==> src/rtl/operand_fetch_stage_pkg.sv <==
// Shared types for the decode->execute boundary: register names, forwarding
// selects and the ID/EX pipeline register layout.
package operand_fetch_stage_pkg;

  localparam int DEF_XLEN  = 32;
  localparam int DEF_CNT_W = 16;

  typedef enum logic [4:0] {
    X0,  X1,  X2,  X3,  X4,  X5,  X6,  X7,
    X8,  X9,  X10, X11, X12, X13, X14, X15,
    X16, X17, X18, X19, X20, X21, X22, X23,
    X24, X25, X26, X27, X28, X29, X30, X31
  } reg_e;

  typedef logic [DEF_XLEN-1:0] word_st;

  typedef enum logic [1:0] {
    FWD_ZERO,
    FWD_MEM,
    FWD_WB,
    FWD_RF
  } fwd_sel_e;

  typedef struct packed {
    word_st pc;
    word_st imm;
    word_st rs1_d;
    word_st rs2_d;
    reg_e   rd_a;
    logic   is_load;
  } id_ex_st;

  // x0 never creates a dependency, and unused sources are ignored.
  function automatic logic reg_match(reg_e rs, logic use_rs);
    return use_rs && (rs != X0);
  endfunction

endpackage

==> src/rtl/operand_fetch_stage_if.sv <==
// Bundle of decode, regfile, MEM/WB bypass and execute-side signals around the
// operand fetch stage. The stage itself connects through the slave modport.
interface operand_fetch_stage_if
  import operand_fetch_stage_pkg::*;
#(
  parameter int XLEN  = DEF_XLEN,
  parameter int CNT_W = DEF_CNT_W
);

  logic             flush_i;
  logic             id_valid_i;
  logic             id_ready_o;
  logic [XLEN-1:0]  id_pc_i;
  logic [XLEN-1:0]  id_imm_i;
  reg_e             id_rs1_a_i;
  reg_e             id_rs2_a_i;
  reg_e             id_rd_a_i;
  logic             id_use_rs1_i;
  logic             id_use_rs2_i;
  logic             id_is_load_i;

  reg_e             rf_rs1_a_o;
  reg_e             rf_rs2_a_o;
  logic [XLEN-1:0]  rf_rs1_d_i;
  logic [XLEN-1:0]  rf_rs2_d_i;

  logic             mem_we_i;
  logic             mem_is_load_i;
  reg_e             mem_rd_a_i;
  logic [XLEN-1:0]  mem_rd_d_i;
  logic             wb_we_i;
  reg_e             wb_rd_a_i;
  logic [XLEN-1:0]  wb_rd_d_i;

  logic             ex_valid_o;
  logic             ex_ready_i;
  logic [XLEN-1:0]  ex_pc_o;
  logic [XLEN-1:0]  ex_imm_o;
  logic [XLEN-1:0]  ex_rs1_d_o;
  logic [XLEN-1:0]  ex_rs2_d_o;
  reg_e             ex_rd_a_o;
  logic             ex_is_load_o;
  logic [CNT_W-1:0] bubble_cnt_o;

  modport slave (
    input  flush_i, id_valid_i, id_pc_i, id_imm_i, id_rs1_a_i, id_rs2_a_i,
           id_rd_a_i, id_use_rs1_i, id_use_rs2_i, id_is_load_i,
           rf_rs1_d_i, rf_rs2_d_i,
           mem_we_i, mem_is_load_i, mem_rd_a_i, mem_rd_d_i,
           wb_we_i, wb_rd_a_i, wb_rd_d_i, ex_ready_i,
    output id_ready_o, rf_rs1_a_o, rf_rs2_a_o,
           ex_valid_o, ex_pc_o, ex_imm_o, ex_rs1_d_o, ex_rs2_d_o,
           ex_rd_a_o, ex_is_load_o, bubble_cnt_o
  );

  modport master (
    output flush_i, id_valid_i, id_pc_i, id_imm_i, id_rs1_a_i, id_rs2_a_i,
           id_rd_a_i, id_use_rs1_i, id_use_rs2_i, id_is_load_i,
           rf_rs1_d_i, rf_rs2_d_i,
           mem_we_i, mem_is_load_i, mem_rd_a_i, mem_rd_d_i,
           wb_we_i, wb_rd_a_i, wb_rd_d_i, ex_ready_i,
    input  id_ready_o, rf_rs1_a_o, rf_rs2_a_o,
           ex_valid_o, ex_pc_o, ex_imm_o, ex_rs1_d_o, ex_rs2_d_o,
           ex_rd_a_o, ex_is_load_o, bubble_cnt_o
  );

endinterface

==> src/rtl/operand_fetch_stage_bypass.sv <==
// Per-operand forwarding: picks MEM, WB, regfile or zero for one source
// register and flags a load-use dependency that no bypass can satisfy yet.
module operand_bypass
  import operand_fetch_stage_pkg::*;
#(
  parameter int XLEN = DEF_XLEN
) (
  input  reg_e            rs_a,
  input  logic            use_rs,
  input  logic [XLEN-1:0] rf_d,
  input  logic            ex_valid,
  input  logic            ex_is_load,
  input  reg_e            ex_rd_a,
  input  logic            mem_we,
  input  logic            mem_is_load,
  input  reg_e            mem_rd_a,
  input  logic [XLEN-1:0] mem_rd_d,
  input  logic            wb_we,
  input  reg_e            wb_rd_a,
  input  logic [XLEN-1:0] wb_rd_d,
  output logic [XLEN-1:0] data,
  output logic            hazard
);

  fwd_sel_e sel;

  // A load sitting in MEM has no data yet, so it never wins the MEM slot;
  // the hazard below holds the instruction until the value reaches WB.
  always_comb begin
    sel = FWD_RF;
    if (rs_a == X0) begin
      sel = FWD_ZERO;
    end else if (mem_we && !mem_is_load && (mem_rd_a == rs_a)) begin
      sel = FWD_MEM;
    end else if (wb_we && (wb_rd_a == rs_a)) begin
      sel = FWD_WB;
    end
  end

  always_comb begin
    data = '0;
    case (sel)
      FWD_ZERO: data = '0;
      FWD_MEM:  data = mem_rd_d;
      FWD_WB:   data = wb_rd_d;
      FWD_RF:   data = rf_d;
      default:  data = '0;
    endcase
  end

  always_comb begin
    hazard = 1'b0;
    if (reg_match(rs_a, use_rs)) begin
      hazard = (ex_valid && ex_is_load && (ex_rd_a == rs_a)) ||
               (mem_we && mem_is_load && (mem_rd_a == rs_a));
    end
  end

endmodule

==> src/rtl/operand_fetch_stage.sv <==
// Decode->execute boundary: bypassed operand fetch into a valid/ready ID/EX
// register with load-use bubble insertion, flush and a saturating bubble count.
module operand_fetch_stage
  import operand_fetch_stage_pkg::*;
#(
  parameter int XLEN  = DEF_XLEN,
  parameter int CNT_W = DEF_CNT_W
) (
  input  logic                  clk_i,
  input  logic                  rst_i,
  operand_fetch_stage_if.slave  bus
);

  localparam int NUM_SRC = 2;
  localparam logic [CNT_W-1:0] CNT_ONE = 1;

  reg_e            src_a   [NUM_SRC];
  logic            src_use [NUM_SRC];
  logic [XLEN-1:0] src_rf  [NUM_SRC];
  logic [XLEN-1:0] src_d   [NUM_SRC];
  logic            src_hz  [NUM_SRC];

  id_ex_st          ex_q, ex_d;
  logic             ex_valid_q, ex_valid_d;
  logic [CNT_W-1:0] bubble_cnt_q, bubble_cnt_d;

  logic load_en;
  logic hazard;

  assign src_a[0]   = bus.id_rs1_a_i;
  assign src_a[1]   = bus.id_rs2_a_i;
  assign src_use[0] = bus.id_use_rs1_i;
  assign src_use[1] = bus.id_use_rs2_i;
  assign src_rf[0]  = bus.rf_rs1_d_i;
  assign src_rf[1]  = bus.rf_rs2_d_i;

  generate
    for (genvar gi = 0; gi < NUM_SRC; gi++) begin : g_src
      operand_bypass #(
        .XLEN(XLEN)
      ) u_bypass (
        .rs_a        (src_a[gi]),
        .use_rs      (src_use[gi]),
        .rf_d        (src_rf[gi]),
        .ex_valid    (ex_valid_q),
        .ex_is_load  (ex_q.is_load),
        .ex_rd_a     (ex_q.rd_a),
        .mem_we      (bus.mem_we_i),
        .mem_is_load (bus.mem_is_load_i),
        .mem_rd_a    (bus.mem_rd_a_i),
        .mem_rd_d    (bus.mem_rd_d_i),
        .wb_we       (bus.wb_we_i),
        .wb_rd_a     (bus.wb_rd_a_i),
        .wb_rd_d     (bus.wb_rd_d_i),
        .data        (src_d[gi]),
        .hazard      (src_hz[gi])
      );
    end
  endgenerate

  assign hazard  = src_hz[0] || src_hz[1];
  assign load_en = !ex_valid_q || bus.ex_ready_i;

  // Bubbles leave the payload untouched so downstream sees no toggling.
  always_comb begin
    ex_d         = ex_q;
    ex_valid_d   = ex_valid_q;
    bubble_cnt_d = bubble_cnt_q;
    if (bus.flush_i) begin
      ex_valid_d = 1'b0;
    end else if (load_en) begin
      if (!bus.id_valid_i) begin
        ex_valid_d = 1'b0;
      end else if (hazard) begin
        ex_valid_d = 1'b0;
        if (bubble_cnt_q != '1) begin
          bubble_cnt_d = bubble_cnt_q + CNT_ONE;
        end
      end else begin
        ex_valid_d    = 1'b1;
        ex_d.pc       = bus.id_pc_i;
        ex_d.imm      = bus.id_imm_i;
        ex_d.rs1_d    = src_d[0];
        ex_d.rs2_d    = src_d[1];
        ex_d.rd_a     = bus.id_rd_a_i;
        ex_d.is_load  = bus.id_is_load_i;
      end
    end
  end

  always_ff @(posedge clk_i or posedge rst_i) begin
    if (rst_i) begin
      ex_q         <= '0;
      ex_valid_q   <= 1'b0;
      bubble_cnt_q <= '0;
    end else begin
      ex_q         <= ex_d;
      ex_valid_q   <= ex_valid_d;
      bubble_cnt_q <= bubble_cnt_d;
    end
  end

  assign bus.id_ready_o   = bus.flush_i || (load_en && !hazard);
  assign bus.rf_rs1_a_o   = bus.id_rs1_a_i;
  assign bus.rf_rs2_a_o   = bus.id_rs2_a_i;
  assign bus.ex_valid_o   = ex_valid_q;
  assign bus.ex_pc_o      = ex_q.pc;
  assign bus.ex_imm_o     = ex_q.imm;
  assign bus.ex_rs1_d_o   = ex_q.rs1_d;
  assign bus.ex_rs2_d_o   = ex_q.rs2_d;
  assign bus.ex_rd_a_o    = ex_q.rd_a;
  assign bus.ex_is_load_o = ex_q.is_load;
  assign bus.bubble_cnt_o = bubble_cnt_q;

endmodule

==> src/flat_wrapper.sv <==
// flat-port wrapper written by rule: the top's interface ports become plain ports
module operand_fetch_stage_flat import operand_fetch_stage_pkg::*;
#(
  parameter int XLEN  = DEF_XLEN,
  parameter int CNT_W = DEF_CNT_W
)
  (clk_i, rst_i, bus_flush_i, bus_id_valid_i, bus_id_pc_i, bus_id_imm_i, bus_id_rs1_a_i, bus_id_rs2_a_i, bus_id_rd_a_i, bus_id_use_rs1_i, bus_id_use_rs2_i, bus_id_is_load_i, bus_rf_rs1_d_i, bus_rf_rs2_d_i, bus_mem_we_i, bus_mem_is_load_i, bus_mem_rd_a_i, bus_mem_rd_d_i, bus_wb_we_i, bus_wb_rd_a_i, bus_wb_rd_d_i, bus_ex_ready_i, bus_id_ready_o, bus_rf_rs1_a_o, bus_rf_rs2_a_o, bus_ex_valid_o, bus_ex_pc_o, bus_ex_imm_o, bus_ex_rs1_d_o, bus_ex_rs2_d_o, bus_ex_rd_a_o, bus_ex_is_load_o, bus_bubble_cnt_o);
  operand_fetch_stage_if #(.XLEN(XLEN), .CNT_W(CNT_W)) bus_i ();
  input  logic clk_i;
  input  logic rst_i;
  input wire logic [$bits(bus_i.flush_i)-1:0] bus_flush_i;
  input wire logic [$bits(bus_i.id_valid_i)-1:0] bus_id_valid_i;
  input wire logic [$bits(bus_i.id_pc_i)-1:0] bus_id_pc_i;
  input wire logic [$bits(bus_i.id_imm_i)-1:0] bus_id_imm_i;
  input wire logic [$bits(bus_i.id_rs1_a_i)-1:0] bus_id_rs1_a_i;
  input wire logic [$bits(bus_i.id_rs2_a_i)-1:0] bus_id_rs2_a_i;
  input wire logic [$bits(bus_i.id_rd_a_i)-1:0] bus_id_rd_a_i;
  input wire logic [$bits(bus_i.id_use_rs1_i)-1:0] bus_id_use_rs1_i;
  input wire logic [$bits(bus_i.id_use_rs2_i)-1:0] bus_id_use_rs2_i;
  input wire logic [$bits(bus_i.id_is_load_i)-1:0] bus_id_is_load_i;
  input wire logic [$bits(bus_i.rf_rs1_d_i)-1:0] bus_rf_rs1_d_i;
  input wire logic [$bits(bus_i.rf_rs2_d_i)-1:0] bus_rf_rs2_d_i;
  input wire logic [$bits(bus_i.mem_we_i)-1:0] bus_mem_we_i;
  input wire logic [$bits(bus_i.mem_is_load_i)-1:0] bus_mem_is_load_i;
  input wire logic [$bits(bus_i.mem_rd_a_i)-1:0] bus_mem_rd_a_i;
  input wire logic [$bits(bus_i.mem_rd_d_i)-1:0] bus_mem_rd_d_i;
  input wire logic [$bits(bus_i.wb_we_i)-1:0] bus_wb_we_i;
  input wire logic [$bits(bus_i.wb_rd_a_i)-1:0] bus_wb_rd_a_i;
  input wire logic [$bits(bus_i.wb_rd_d_i)-1:0] bus_wb_rd_d_i;
  input wire logic [$bits(bus_i.ex_ready_i)-1:0] bus_ex_ready_i;
  output wire logic [$bits(bus_i.id_ready_o)-1:0] bus_id_ready_o;
  output wire logic [$bits(bus_i.rf_rs1_a_o)-1:0] bus_rf_rs1_a_o;
  output wire logic [$bits(bus_i.rf_rs2_a_o)-1:0] bus_rf_rs2_a_o;
  output wire logic [$bits(bus_i.ex_valid_o)-1:0] bus_ex_valid_o;
  output wire logic [$bits(bus_i.ex_pc_o)-1:0] bus_ex_pc_o;
  output wire logic [$bits(bus_i.ex_imm_o)-1:0] bus_ex_imm_o;
  output wire logic [$bits(bus_i.ex_rs1_d_o)-1:0] bus_ex_rs1_d_o;
  output wire logic [$bits(bus_i.ex_rs2_d_o)-1:0] bus_ex_rs2_d_o;
  output wire logic [$bits(bus_i.ex_rd_a_o)-1:0] bus_ex_rd_a_o;
  output wire logic [$bits(bus_i.ex_is_load_o)-1:0] bus_ex_is_load_o;
  output wire logic [$bits(bus_i.bubble_cnt_o)-1:0] bus_bubble_cnt_o;
  assign bus_i.flush_i = bus_flush_i;
  assign bus_i.id_valid_i = bus_id_valid_i;
  assign bus_i.id_pc_i = bus_id_pc_i;
  assign bus_i.id_imm_i = bus_id_imm_i;
  assign bus_i.id_rs1_a_i = bus_id_rs1_a_i;
  assign bus_i.id_rs2_a_i = bus_id_rs2_a_i;
  assign bus_i.id_rd_a_i = bus_id_rd_a_i;
  assign bus_i.id_use_rs1_i = bus_id_use_rs1_i;
  assign bus_i.id_use_rs2_i = bus_id_use_rs2_i;
  assign bus_i.id_is_load_i = bus_id_is_load_i;
  assign bus_i.rf_rs1_d_i = bus_rf_rs1_d_i;
  assign bus_i.rf_rs2_d_i = bus_rf_rs2_d_i;
  assign bus_i.mem_we_i = bus_mem_we_i;
  assign bus_i.mem_is_load_i = bus_mem_is_load_i;
  assign bus_i.mem_rd_a_i = bus_mem_rd_a_i;
  assign bus_i.mem_rd_d_i = bus_mem_rd_d_i;
  assign bus_i.wb_we_i = bus_wb_we_i;
  assign bus_i.wb_rd_a_i = bus_wb_rd_a_i;
  assign bus_i.wb_rd_d_i = bus_wb_rd_d_i;
  assign bus_i.ex_ready_i = bus_ex_ready_i;
  assign bus_id_ready_o = bus_i.id_ready_o;
  assign bus_rf_rs1_a_o = bus_i.rf_rs1_a_o;
  assign bus_rf_rs2_a_o = bus_i.rf_rs2_a_o;
  assign bus_ex_valid_o = bus_i.ex_valid_o;
  assign bus_ex_pc_o = bus_i.ex_pc_o;
  assign bus_ex_imm_o = bus_i.ex_imm_o;
  assign bus_ex_rs1_d_o = bus_i.ex_rs1_d_o;
  assign bus_ex_rs2_d_o = bus_i.ex_rs2_d_o;
  assign bus_ex_rd_a_o = bus_i.ex_rd_a_o;
  assign bus_ex_is_load_o = bus_i.ex_is_load_o;
  assign bus_bubble_cnt_o = bus_i.bubble_cnt_o;
  operand_fetch_stage #(.XLEN(XLEN), .CNT_W(CNT_W)) u_core (.clk_i(clk_i), .rst_i(rst_i), .bus(bus_i));
endmodule
==> config.mk <==
export PLATFORM = sky130hd
export DESIGN_NAME = operand_fetch_stage_flat
export DESIGN_NICKNAME = d
export VERILOG_FILES = /design/src/rtl/operand_fetch_stage_pkg.sv /design/src/rtl/operand_fetch_stage_if.sv /design/src/rtl/operand_fetch_stage_bypass.sv /design/src/rtl/operand_fetch_stage.sv /design/src/flat_wrapper.sv
export SDC_FILE = /design/constraint.sdc
export NUM_CORES = 1
export LEC_CHECK = 0
export CORE_MARGIN = 10
export CORE_UTILIZATION = 37
export CTS_CLUSTER_SIZE = 14
export DETAILED_ROUTE_END_ITERATION = 7
export GPL_TIMING_DRIVEN = 0
export HOLD_SLACK_MARGIN = 0.06
export PLACE_DENSITY = 0.83
export SLEW_MARGIN = 20
export SYNTH_ARGS = -nofsm -noshare
export SYNTH_HDL_FRONTEND = slang
export SYNTH_SLANG_ARGS = --single-unit
==> constraint.sdc <==
create_clock -name clk_i -period 4.8 [get_ports clk_i]
set_input_delay 0.48 -clock clk_i [delete_from_list [all_inputs] [get_ports clk_i]]
set_output_delay 0.48 -clock clk_i [all_outputs]
set_load 0.005 [all_outputs]
==> Yosys cells after proc, flatten, opt, wreduce, memory -nomap -nowiden <==
Index checks and enable logic that the tools add are counted.
{ "op_classes": {"n_addsub": 1, "n_mul": 0, "n_div": 0, "n_lt_le_gt_ge": 0, "n_eq_ne": 13, "n_shift": 0, "muxes": 14, "bitwise": 2, "n_reduce_logical": 31} }
{ "op_table": {"columns": ["operator", "n"], "rows": [
  ["32-bit one-hot mux with 4 select lines", 2],
  ["5-bit equality test", 6],
  ["16-bit by 1-bit adder with 16-bit output, second input constant", 1],
  ["16-bit != test, second input constant", 1],
  ["1-bit logical AND", 14],
  ["5-bit zero test", 2],
  ["5-bit nonzero test", 2],
  ["2-bit equality test, second input constant", 4],
  ["1-bit 2-to-1 mux", 8],
  ["2-bit 2-to-1 mux", 4],
  ["1-bit logical OR", 5],
  ["5-bit AND reduction", 1],
  ["2-bit by 1-bit equality test with 1-bit output, second input constant", 2],
  ["2-bit zero test", 2],
  ["4-bit AND reduction", 1],
  ["1-bit zero test", 3],
  ["1-bit inverter", 2],
  ["2-bit nonzero test", 1]
]} }
{ "totals": {"ff_bits": 151, "latchBits": 0, "ramBits": 0, "romBits": 0, "inputBits": 228, "out_inout_bits": 162, "memories": 0} }

==> Longest topological paths before layout <==
Gate-level depths: netlist (run 1).
{ "logic_depth": {"word_depth": 9, "ltp_mapped": 10, "ltp_nobuf": 7} }

==> Cells and area by module <==
Synthesis (run 1) repeated with hierarchy kept, for this count alone.
{ "hier_totals": {"hier_cells": 763, "area_unflattened_um2": 8489.4} }
{ "modules_own_cells": {"columns": ["module", "instances", "cells_each", "area_per_inst_um2", "seq_area_each_um2"], "rows": [
  ["operand_fetch_stage", 1, 375, 5909.4, 3778.6],
  ["operand_bypass", 2, 194, 1290.0, 0.0]
]} }

==> Worst setup path after synthesis (run 1) <==
No wires, ideal clock.
{ "synth_path": {"path_type": "input to register", "start": "input bus_id_rs2_a_i[4]", "end": "register u_core.ex_q (netlist bit u_core.bus.ex_rs1_d_o[0])", "setup_ns": 0.145, "arrival_time_ns": 2.012, "t_required_ns": 4.655, "setup_slack_ns": 2.644, "path_stages": 10, "n_path_buf": 3, "cell_sequence": "or4_4 > nor2_4 > nor2b_1 > o21ai_1 > nand3b_1 > buf_2 > buf_2 > buf_2 > nand2_1 > o31ai_2"} }
{ "synth_between": {"elab_chain_len": 7, "elab_cells_between_ends": 11} }
{ "synth_rtl": {"columns": ["element", "line_no", "source"], "rows": [
  ["start, declared", "flat_wrapper.sv:16", "input wire logic [$bits(bus_i.id_rs2_a_i)-1:0] bus_id_rs2_a_i;"],
  ["5-bit equality test (on tied branches)", "operand_fetch_stage_bypass.sv:54, operand_fetch_stage_bypass.sv:55", null],
  ["1-bit logical AND (on tied branches)", "operand_fetch_stage_bypass.sv:54, operand_fetch_stage_bypass.sv:55", null],
  ["1-bit logical OR", "operand_fetch_stage_bypass.sv:54", "hazard = (ex_valid && ex_is_load && (ex_rd_a == rs_a)) ||"],
  ["1-bit 2-to-1 mux (*)", "operand_fetch_stage_bypass.sv:53", "if (reg_match(rs_a, use_rs)) begin"],
  ["1-bit logical OR (*)", "operand_fetch_stage.sv:61", "assign hazard = src_hz[0] || src_hz[1];"],
  ["1-bit inverter (no source line) (*)", null, null],
  ["4-bit AND reduction (no source line) (*)", null, null],
  ["end signal, assigned", "operand_fetch_stage.sv:93", "ex_q <= '0;"],
  ["end signal, assigned", "operand_fetch_stage.sv:97", "ex_q <= ex_d;"],
  ["end, declared", "operand_fetch_stage.sv:23", "id_ex_st ex_q, ex_d;"]
]} }
Every way passes the cells marked *; elsewhere a longest branch is shown, timed or not.
A chain may end at the register's enable or synchronous reset.

==> Worst setup path in the final report (run 1) <==
{ "layout_path": {"start": "input bus_id_rs2_a_i[0]", "end": "output bus_id_ready_o"} }
{ "layout_between": {"elab_chain_len": 8, "elab_cells_between_ends": 12} }
{ "layout_rtl": {"columns": ["element", "line_no", "source"], "rows": [
  ["5-bit equality test (on tied branches)", "operand_fetch_stage_bypass.sv:54, operand_fetch_stage_bypass.sv:55", null],
  ["1-bit logical AND (on tied branches)", "operand_fetch_stage_bypass.sv:54, operand_fetch_stage_bypass.sv:55", null],
  ["1-bit logical OR", "operand_fetch_stage_bypass.sv:54", null],
  ["1-bit 2-to-1 mux (*)", "operand_fetch_stage_bypass.sv:53", null],
  ["1-bit logical OR (*)", "operand_fetch_stage.sv:61", null],
  ["1-bit zero test (*)", "operand_fetch_stage.sv:103", "assign bus.id_ready_o = bus.flush_i || (load_en && !hazard);"],
  ["1-bit logical AND (*)", "operand_fetch_stage.sv:103", null],
  ["1-bit logical OR (*)", "operand_fetch_stage.sv:103", null],
  ["end, declared", "flat_wrapper.sv:31", "output wire logic [$bits(bus_i.id_ready_o)-1:0] bus_id_ready_o;"]
]} }
Marks and branches as above.

==> results.tsv, run 1 <==
stage	metric	value	unit
global_routing	Global Route Usage Sum	0.2208	
timing	setup violators final	0	
setup_path	CP Capture Type	output port	
floorplanning	die area	27510	um2
flow_run	max cap viols	0	
route	drt first pass iters	4	
setup_path	depth of the worst register-to-register path	10	
finish	most common cell after layout, fill and taps aside	clkdlybuf4s50_1	
route	antenna-violating nets left	0	
cts	Reg clk slew, reported paths	0.07	ns
placement	area of placed instances	12140	um2
logic_synthesis	cell taking the most area after synthesis	dfrtp_1	
timing	clk_skew	0.01484	ns
logic_synthesis	Gate Count Post-Synth	717	
logic_synthesis	main area contributors after synthesis	dfrtp_1, mux2_2, mux2i_1, o31ai_2, nand2_1	
floorplanning	Core Rows	53	
timing	Slew Limit Fails	0	
cts	Clock H-tree levels	4	
floorplanning	Initial Utilization	0.3756	
timing	worst slew pin tran	0.7391	ns
placement	Final GP Congestion	0.8706	
setup_path	Crit Path Category	in2out	
finish	layout cells sized above 1	0.1686	
global_routing	pin count of the biggest net entering global routing	78	
setup_path	crit-path max FO	6	
cts	clk sinks	151	
finish	design area	12740	um2
placement	DPL Wire Length	24.91	mm
floorplanning	Ports	390	
route	1st-iter DRT viols	371	
floorplanning	Chip Height	165.9	um
worst_hold_path	Hold Path Class	reg2reg	
logic_synthesis	Post-Syn Area	7871	um2
route	total wire length	31.22	mm
route	Vias	7184	
power	Worst VDD drop	0.0002318	V
power	Static Leak	5.204	nW
finish	net count reported at finish	1355	
setup_path	Critical Path Source Type	input pin	
setup_path	CP arrival	2.81	ns
timing	RSZ-0062 raised after global routing	false	
logic_synthesis	Synth Flop Type	dfrtp_1	
route	routed len/inst	22.05	um
timing	final hold vios	0	
cts	Max Root-Sink Buffers	2	
timing	Peak Freq	0.3043	GHz
cts	post-CTS sizing	0	
route	drt via density	5.073	
timing	Tmin final	3.286	ns
placement	port bufs	389	
cts	CTS Hold Bufs	0	
logic_synthesis	Yosys top cell area share	0.4801	
logic_synthesis	EDFF count, synth	0	
finish	P&R area growth vs syn	61.91	%
worst_hold_path	hold-critical path depth	2	
cts	setup bufs post-CTS	0	
timing	PnR worst setup slack	1.514	ns
cts	Skew-Pair Late Insertion Delay	0.43	ns
cts	CTS tree	built	
logic_synthesis	Seq/Total Area, Yosys	0.4801	
global_routing	vias in the first global route	7956	
logic_synthesis	share of flip-flops with an asynchronous set or reset	1.000	
cts	CTS root buf	clkbuf_16	
global_routing	initial antenna violation count	4	
run_status	outcome	finished clean	
logic_synthesis	synthesis-stage register bit count	151	
logic_synthesis	synth warn	0	
floorplanning	core area	20960	um2
floorplanning	Die Wd	165.9	um
global_routing	grt ovf	0	
global_routing	first-pass GRT wire length	48.06	mm
setup_path	Worst Path Required	4.32	ns
route	DRC viols	0	
finish	most frequent cells in the layout	clkdlybuf4s50_1, dfrtp_1, nand2_1	
power	PwrDens	321.9	nW/um2
timing	Slew HR	0.5073	
logic_synthesis	Mapped Avg Cell Area	10.98	um2
placement	Place WS	1.477	ns
cts	CTS buffer count	17	
timing	fin crit share	0.6847	
logic_synthesis	Synth Net Count	946	
logic_synthesis	post-synthesis cell type count	36	
## cell type report
| type | instances | area, um2 |
|---|---|---|
| Buffer | 62 | 344.1 |
| Multi-Input combinational cell | 503 | 3745 |
| Antenna cell | 2 | 5.005 |
| Timing Repair Buffer | 390 | 3921 |
| Clock inverter | 15 | 170.2 |
| Tap cell | 275 | 344.1 |
| Clock buffer | 17 | 425.4 |
| Fill cell | 1725 | 8210 |
| Inverter | 1 | 11.26 |
| Sequential cell | 151 | 3779 |
## state kept, by name, summed over array words and instances, names as in the netlist
name,cells
u_core.bus.ex_rd_a_o,5
u_core.bus.ex_pc_o,32
u_core.bus.ex_is_load_o,1
u_core.bus.ex_imm_o,32
u_core.bus.ex_rs2_d_o,32
u_core.bus.ex_rs1_d_o,32
u_core.bus.ex_valid_o,1
u_core.bus.bubble_cnt_o,16
## metrics by stage
stage / total power [mW] / cells / hold slack [ns] / setup TNS, ns / utilization
2_1_floorplan: 1.992 / 717 / 0.4710 / 0 / -
3_3_place_gp: 2.747 / 1381 / 0.4589 / -300.02 / 0.5779
3_5_place_dp: 2.780 / 1382 / 0.4683 / 0 / 0.5795
4_1_cts: 4.151 / 1414 / 0.4845 / 0 / 0.6080
5_1_grt: 4.301 / 1416 / 0.5053 / 0 / 0.6082
6_report: 4.102 / 1416 / 0.4819 / 0 / 0.6082
## kinds of logic (layout without fill, tap and decap cells)
family	after synthesis	count (layout)	synth area share
compound gates	135	135	0.1365
xor+xnor	45	45	0.05007
fa+ha+maj	1	1	0.001589
buf+inv	63	485	0.04419
flops	151	151	0.4801
mux	135	135	0.1830
other cells	0	2	0
simple gates	187	187	0.1046
## synthesized netlist by cell type, drive strengths merged (4+ instances only)
cell,instances
dfrtp,151
buf,40
nand4,10
xnor2,34
nor3,4
nor2,5
and2,4
o31ai,64
mux2,71
o21ai,66
nand2,138
nand3,7
and3,6
clkbuf,22
xor2,11
mux2i,64
## final timing paths
check / startpoint / to / slack (ns)
max in group asynchronous: rst_i / u_core.bus.ex_rs1_d_o[3] / 3.51
max: bus_id_rs2_a_i[0] / bus_id_ready_o / 1.51
max reg2reg: u_core.bus.ex_rd_a_o[2] / u_core.bus.ex_rs2_d_o[18] / 2.16
min in group asynchronous: rst_i / u_core.bus.ex_imm_o[8] / 0.50
min reg2reg: u_core.bus.ex_rs2_d_o[16] / u_core.bus.ex_rs2_d_o[16] / 0.48
min: u_core.bus.ex_rs2_d_o[16] / u_core.bus.ex_rs2_d_o[16] / 0.48
## per-layer routing
metal  vias up  global-route usage  part of all wire
met5         -                   0           0.00042
met4         2             0.06741             0.022
met3        44             0.07974             0.083
met2       292              0.3807              0.50
met1      3501              0.2494              0.40
li1       3345                   -                 -
## critical path, stage by stage
cell             delay [ns]
clkdlybuf4s50_1        0.60
or4_4                  0.60
nor2_4                 0.23
nor2b_1                0.10
o21ai_1                0.12
a31o_2                 0.17
clkdlybuf4s50_1        0.50
## report_power, final
group          switching [mW]  total, mW  internal, mW
combinational           0.426       1.15         0.727
clock                   0.652       1.36         0.704
sequential              0.120       1.59          1.47
Power figures use the tool's default switching activity.
==> run 2: changes to the inputs <==
- CORE_UTILIZATION: 37 -> 41
- PLACE_DENSITY: 0.83 -> 0.86
- clock period: 4.8 -> 3.3 ns (I/O delays scaled with it)
==> run 2 against run 1 <==
Effect of this change: critical path depth unchanged; sequential power up 47%; largest power group unchanged; clock power up 47%; largest cell class unchanged; total power up 47%; clock-buffer cell count up 3; via count up 1.3%; sequential share of layout area unchanged; sequential cell count unchanged.
==> results.tsv, run 2 (synthesis gave the netlist of run 1 again) <==
stage	metric	value	unit
timing	setup violators final	0	
cts	CTS buffer count	17	
finish	design area	12740	um2
finish	fill count	1443	
run_status	outcome	finished clean	
power	switching pwr	1.635	mW
setup_path	Critical Path Source Type	input pin	
timing	Slew HR	0.4892	
power	PwrDens	471.7	nW/um2
power	Worst VDD drop	0.0003451	V
placement	port bufs	389	
cts	Skew-Pair Late Insertion Delay	0.42	ns
timing	Peak Freq	0.3401	GHz
setup_path	CP Capture Type	output port	
timing	RSZ-0062 raised after global routing	false	
power	Static Leak	5.223	nW
timing	hold slack	0.3744	ns
setup_path	r2r setup slk	0.73	ns
finish	most frequent cells in the layout	clkdlybuf4s50_1, dfrtp_1, nand2_1	
global_routing	first-pass GRT wire length	47.31	mm
global_routing	Global Route Usage Sum	0.2496	
route	drt first pass iters	5	
finish	most common cell after layout, fill and taps aside	clkdlybuf4s50_1	
route	Vias	7279	
route	DRC viols	0	
route	total wire length	31.95	mm
cts	post-CTS sizing	0	
route	drt via density	5.282	
placement	Final GP Congestion	0.9067	
setup_path	Worst Path Required	2.97	ns
setup_path	CP arrival	2.61	ns
placement	Place WS	0.1217	ns
timing	Setup TNS	0	ns
floorplanning	Chip Height	158.6	um
setup_path	crit-path max FO	6	
global_routing	vias in the first global route	7849	
route	antenna-violating nets left	0	
route	routed len/inst	23.19	um
timing	worst slew pin tran	0.7662	ns
cts	Clock H-tree levels	4	
global_routing	grt ovf	0	
placement	area of placed instances	12140	um2
power	clock power share	0.332	
timing	fin crit share	0.8910	
cts	CTS root buf	clkbuf_16	
power	combinational share of power	0.280	
cts	clk sinks	151	
timing	final hold vios	0	
global_routing	initial antenna violation count	3	
power	sequential cell fraction of total power	0.387	
cts	Reg clk slew, reported paths	0.06	ns
floorplanning	Ports	390	
finish	footprint of the multi-input gates	3745	um2
route	1st-iter DRT viols	335	
finish	P&R area growth vs syn	61.91	%
timing	PnR worst setup slack	0.3597	ns
floorplanning	Die Wd	158.6	um
global_routing	pin count of the biggest net entering global routing	35	
power	internal cell power	4.376	mW
timing	Tmin final	2.940	ns
floorplanning	Core Rows	50	
finish	layout cells sized above 1	0.1699	
setup_path	depth of the worst register-to-register path	10	
timing	clk_skew	0.01212	ns
floorplanning	die area	25140	um2
finish	Final Core Density	0.6791	
cts	setup bufs post-CTS	0	
floorplanning	core area	18770	um2
timing	Slew Limit Fails	0	
worst_hold_path	Hold Path Class	in2async	
setup_path	Crit Path Category	in2out	
finish	net count reported at finish	1358	
placement	DPL Wire Length	25.74	mm
floorplanning	Initial Utilization	0.4194	
cts	CTS tree	built	
cts	CTS Hold Bufs	0	
flow_run	max cap viols	0	
finish	Reg area	3779	um2
power	switch share	0.2720	
cts	Max Root-Sink Buffers	2	
[run 2: path summary, 6_finish.rpt]
check	startpoint	endpoint
worst max-delay path	bus_id_rs2_a_i[4]	bus_id_ready_o
worst min-delay path	rst_i	u_core.bus.ex_imm_o[11]
worst max register to register	u_core.bus.ex_rd_a_o[2]	u_core.bus.ex_rs2_d_o[26]
worst min register to register	u_core.bus.ex_rs2_d_o[15]	u_core.bus.ex_rs2_d_o[15]
max in group asynchronous	rst_i	u_core.bus.ex_rs2_d_o[13]
min in group clk_i	u_core.bus.ex_rs2_d_o[15]	u_core.bus.ex_rs2_d_o[15]
[run 2: cell type report]
type                    count  area share
clock buffers              20     0.03583
repair buffers            393      0.3118
diodes                      2   0.0003927
multi-input cells         503      0.2938
plain buffers              62     0.02700
flip-flops and latches    151      0.2965
clock inverters            12     0.01109
well taps                 234     0.02297
inverters                   1   0.0005890
[run 2: critical path, cell delays in order]
cell and delay [ns]:
clkdlybuf4s50_1 0.56, or4_4 0.61, nor2_4 0.22, nor2b_1 0.09
o21ai_1 0.12, a31o_2 0.17, clkdlybuf4s50_1 0.51
[run 2: per-layer routing]
layer | share of wire | global-route usage | vias to the layer above
met1 | 0.37 | 0.2736 | 3553
li1 | - | - | 3351
met5 | 0 | 0 | -
met2 | 0.50 | 0.4265 | 326
met3 | 0.10 | 0.1006 | 49
met4 | 0.031 | 0.09131 | 0
[run 2: through the flow]
step                total power [mW]  cells
finish                         6.011   1378
global route                   6.276   1378
CTS                            6.058   1376
detailed placement             4.053   1344
global placement               3.988   1340
floorplan                      2.898    717
[run 2: power by group through the flow]
stage	Clock (mW)	Sequential, mW	Combinational [mW]
4_1_cts	2.02	2.33	1.71
3_5_place_dp	0	2.36	1.70
3_3_place_gp	0	2.33	1.65
6_report	2.00	2.33	1.69
5_1_grt	2.10	2.36	1.81
2_1_floorplan	0	2.36	0.542
==> run 3: changes to the inputs <==
- HOLD_SLACK_MARGIN: 0.06 -> not set
==> results of run 3 <==
Same layout as run 2: the final DEF is identical, and so are final timing and power.
==> edit: new RTL, config.mk and constraints of run 2 <==
Set the package constant `DEF_XLEN` to 40 (it was 32).
--- a/src/rtl/operand_fetch_stage_pkg.sv
+++ b/src/rtl/operand_fetch_stage_pkg.sv
@@ -2,7 +2,7 @@
 // selects and the ID/EX pipeline register layout.
 package operand_fetch_stage_pkg;
 
-  localparam int DEF_XLEN  = 32;
+  localparam int DEF_XLEN  = 40;
   localparam int DEF_CNT_W = 16;
 
   typedef enum logic [4:0] {
Interface: changed (10 resized); port bits go from 390 to 470. The function was not compared with the original's and may differ.
==> edit against run 2 <==
Sequential cell count increased by 32; routed wire length increased by 27%; via count increased by 29%; synthesized area increased by 15%; fmax increased by 0.28%; total power increased by 15%; worst hold slack got worse by 100 ps; final area increased by 16%; setup slack improved by 8.1 ps; clock skew increased by 2.1 ps; largest power group unchanged.
==> edit: results <==
export IMPL_outcome="finished, final reports clean"
export IMPL_root_buffer="clkbuf_16"
export IMPL_grt_util_met2=0.459
export IMPL_synth_compound_area_share=0.117
export IMPL_nNetsFinal=1707
export IMPL_yosysSeqAreaShare=0.506
export IMPL_max_slew_margin_rel=0.512
export IMPL_drtPass1Iterations=5
export IMPL_ir_drop_mv=0.321
export IMPL_fillers=1631
export IMPL_r2r_cells=9
export IMPL_htree_num_levels=4
export IMPL_wl_per_cell_um=23.4
export IMPL_synthFlopType="dfrtp_1"
export IMPL_path_clk_slew_ps=80
export IMPL_cts_hold_buf=0
export IMPL_use_met1=0.302
export IMPL_numPortBuffers=467
export IMPL_worst_hold_slack_ps=270
export IMPL_antenna_found_initial=4
export IMPL_critical_path_arrival_ps=2600
export IMPL_synth_distinct_cells=29
export IMPL_drive_above_1_share=0.0735
export IMPL_cp_max_fo=5
export IMPL_worstReg2RegEnd="u_core.bus.ex_rs2_d_o[30]"
export IMPL_dp_slack_ps=-89.1
export IMPL_dr_total_vias=9418
export IMPL_yosysWarnings=0
export IMPL_grt_usage=0.272
export IMPL_synth_area_leaders="dfrtp_1 51%, nand2_1 10%, mux2_1 8.2%, o31ai_1 6.6%, nand3_1 5.0%"
export IMPL_async_flop_share=1.00
export IMPL_synth_mux_area_frac=0.108
export IMPL_hp_class="input port to asynchronous set/reset pin"
export IMPL_dpl_hpwl_mm=32.7
export IMPL_drt_iter0_drc=856
export IMPL_place_congestion=0.958
export IMPL_syn_nets=1215
export IMPL_worstSkewPairLatency_ps=430
export IMPL_cts_resized=0
export IMPL_synth_xor_area_frac=0.0435
export IMPL_grt_use_met3=0.109
export IMPL_regToRegStartpoint="u_core.bus.ex_rd_a_o[3]"
export IMPL_synthTopCellsByCount="250 x nand2_1, 183 x dfrtp_1, 90 x nand3_1"
export IMPL_first_global_vias=9811
export IMPL_grt_pass1_wl_mm=59.6
export IMPL_cts_setup_buffers=0
export IMPL_rrSetupSlack_ps=660
export IMPL_grt_max_degree=35
export IMPL_dpl_cell_area_um2=14200
export IMPL_p_leak_nw=6.31
export IMPL_fin_worst_skew_ps=14.3
export IMPL_synth_adder_area_share=0.00138
export IMPL_clk_path_buf_depth=2
export IMPL_numCtsBuffers=17
-- edit: cell count changes after synthesis, sizes merged, moves of 2 or more --
cell and delta:
and2 -3, clkbuf +20, dfrtp +32, mux2 +16, mux2i -64, nand2 +112
nand3 +83, nand3b -3, nand4 -2, o211ai -2, o21ai +15, o221ai +2
o31ai +16
-- edit: cell families (layout without fill, tap and decap cells) --
group           after synthesis  after routing
simple gates                374            374
buf+inv                      83            588
mux                          87             87
compound gates              165            165
other cells                   0              3
flops                       183            183
fa+ha+maj                     1              1
xor+xnor                     45             45
-- edit: critical path, stage by stage --
cell and delay, ps:
clkdlybuf4s50_1 630, or4_1 670, o221ai_2 240, a31o_2 190, clkdlybuf4s50_1 540
-- edit: per-layer routing --
metal / up-vias / share of wire
met3: 81 / 0.11
met1: 4571 / 0.37
li1: 4235 / -
met5: - / 0
met2: 531 / 0.49
met4: 0 / 0.032
-- edit: worst max-delay path by stage --
stage	from	endpoint	slack, ps
6_report	bus_id_rs1_a_i[1]	bus_id_ready_o	370
5_1_grt	bus_id_rs2_a_i[1]	u_core.bus.ex_rs2_d_o[3]	160
4_1_cts	bus_id_rs1_a_i[1]	bus_id_ready_o	330
3_5_place_dp	bus_id_rs2_a_i[1]	u_core.bus.ex_rs2_d_o[30]	-90
3_3_place_gp	rst_i	u_core.bus.ex_imm_o[4]	-850
2_1_floorplan	rst_i	u_core.bus.bubble_cnt_o[0]	620
-- edit: cell type report --
type	count	area, um2	area share
diodes	3	7.51	0.000506
plain buffers	82	428	0.0288
clock buffers	18	439	0.0296
clock inverters	14	179	0.0121
inverters	1	7.51	0.000506
multi-input cells	672	4040	0.272
flip-flops and latches	183	4580	0.309
well taps	280	350	0.0236
repair buffers	473	4800	0.324
-- edit: power breakdown --
| group | internal, mW | switching [mW] | total (mW) |
|---|---|---|---|
| Combinational | 1.22 | 0.757 | 1.98 |
| Sequential | 2.60 | 0.221 | 2.83 |
| Clock | 1.11 | 1.02 | 2.13 |
-- edit: through the flow --
| stage | setup TNS [ps] | std cells | power (mW) |
|---|---|---|---|
| floorplan | 0 | 938 | 3.42 |
| global placement | -152990 | 1685 | 4.77 |
| detailed placement | -1310 | 1691 | 4.85 |
| CTS | 0 | 1723 | 7.00 |
| global route | 0 | 1726 | 7.24 |
| finish | 0 | 1726 | 6.94 |
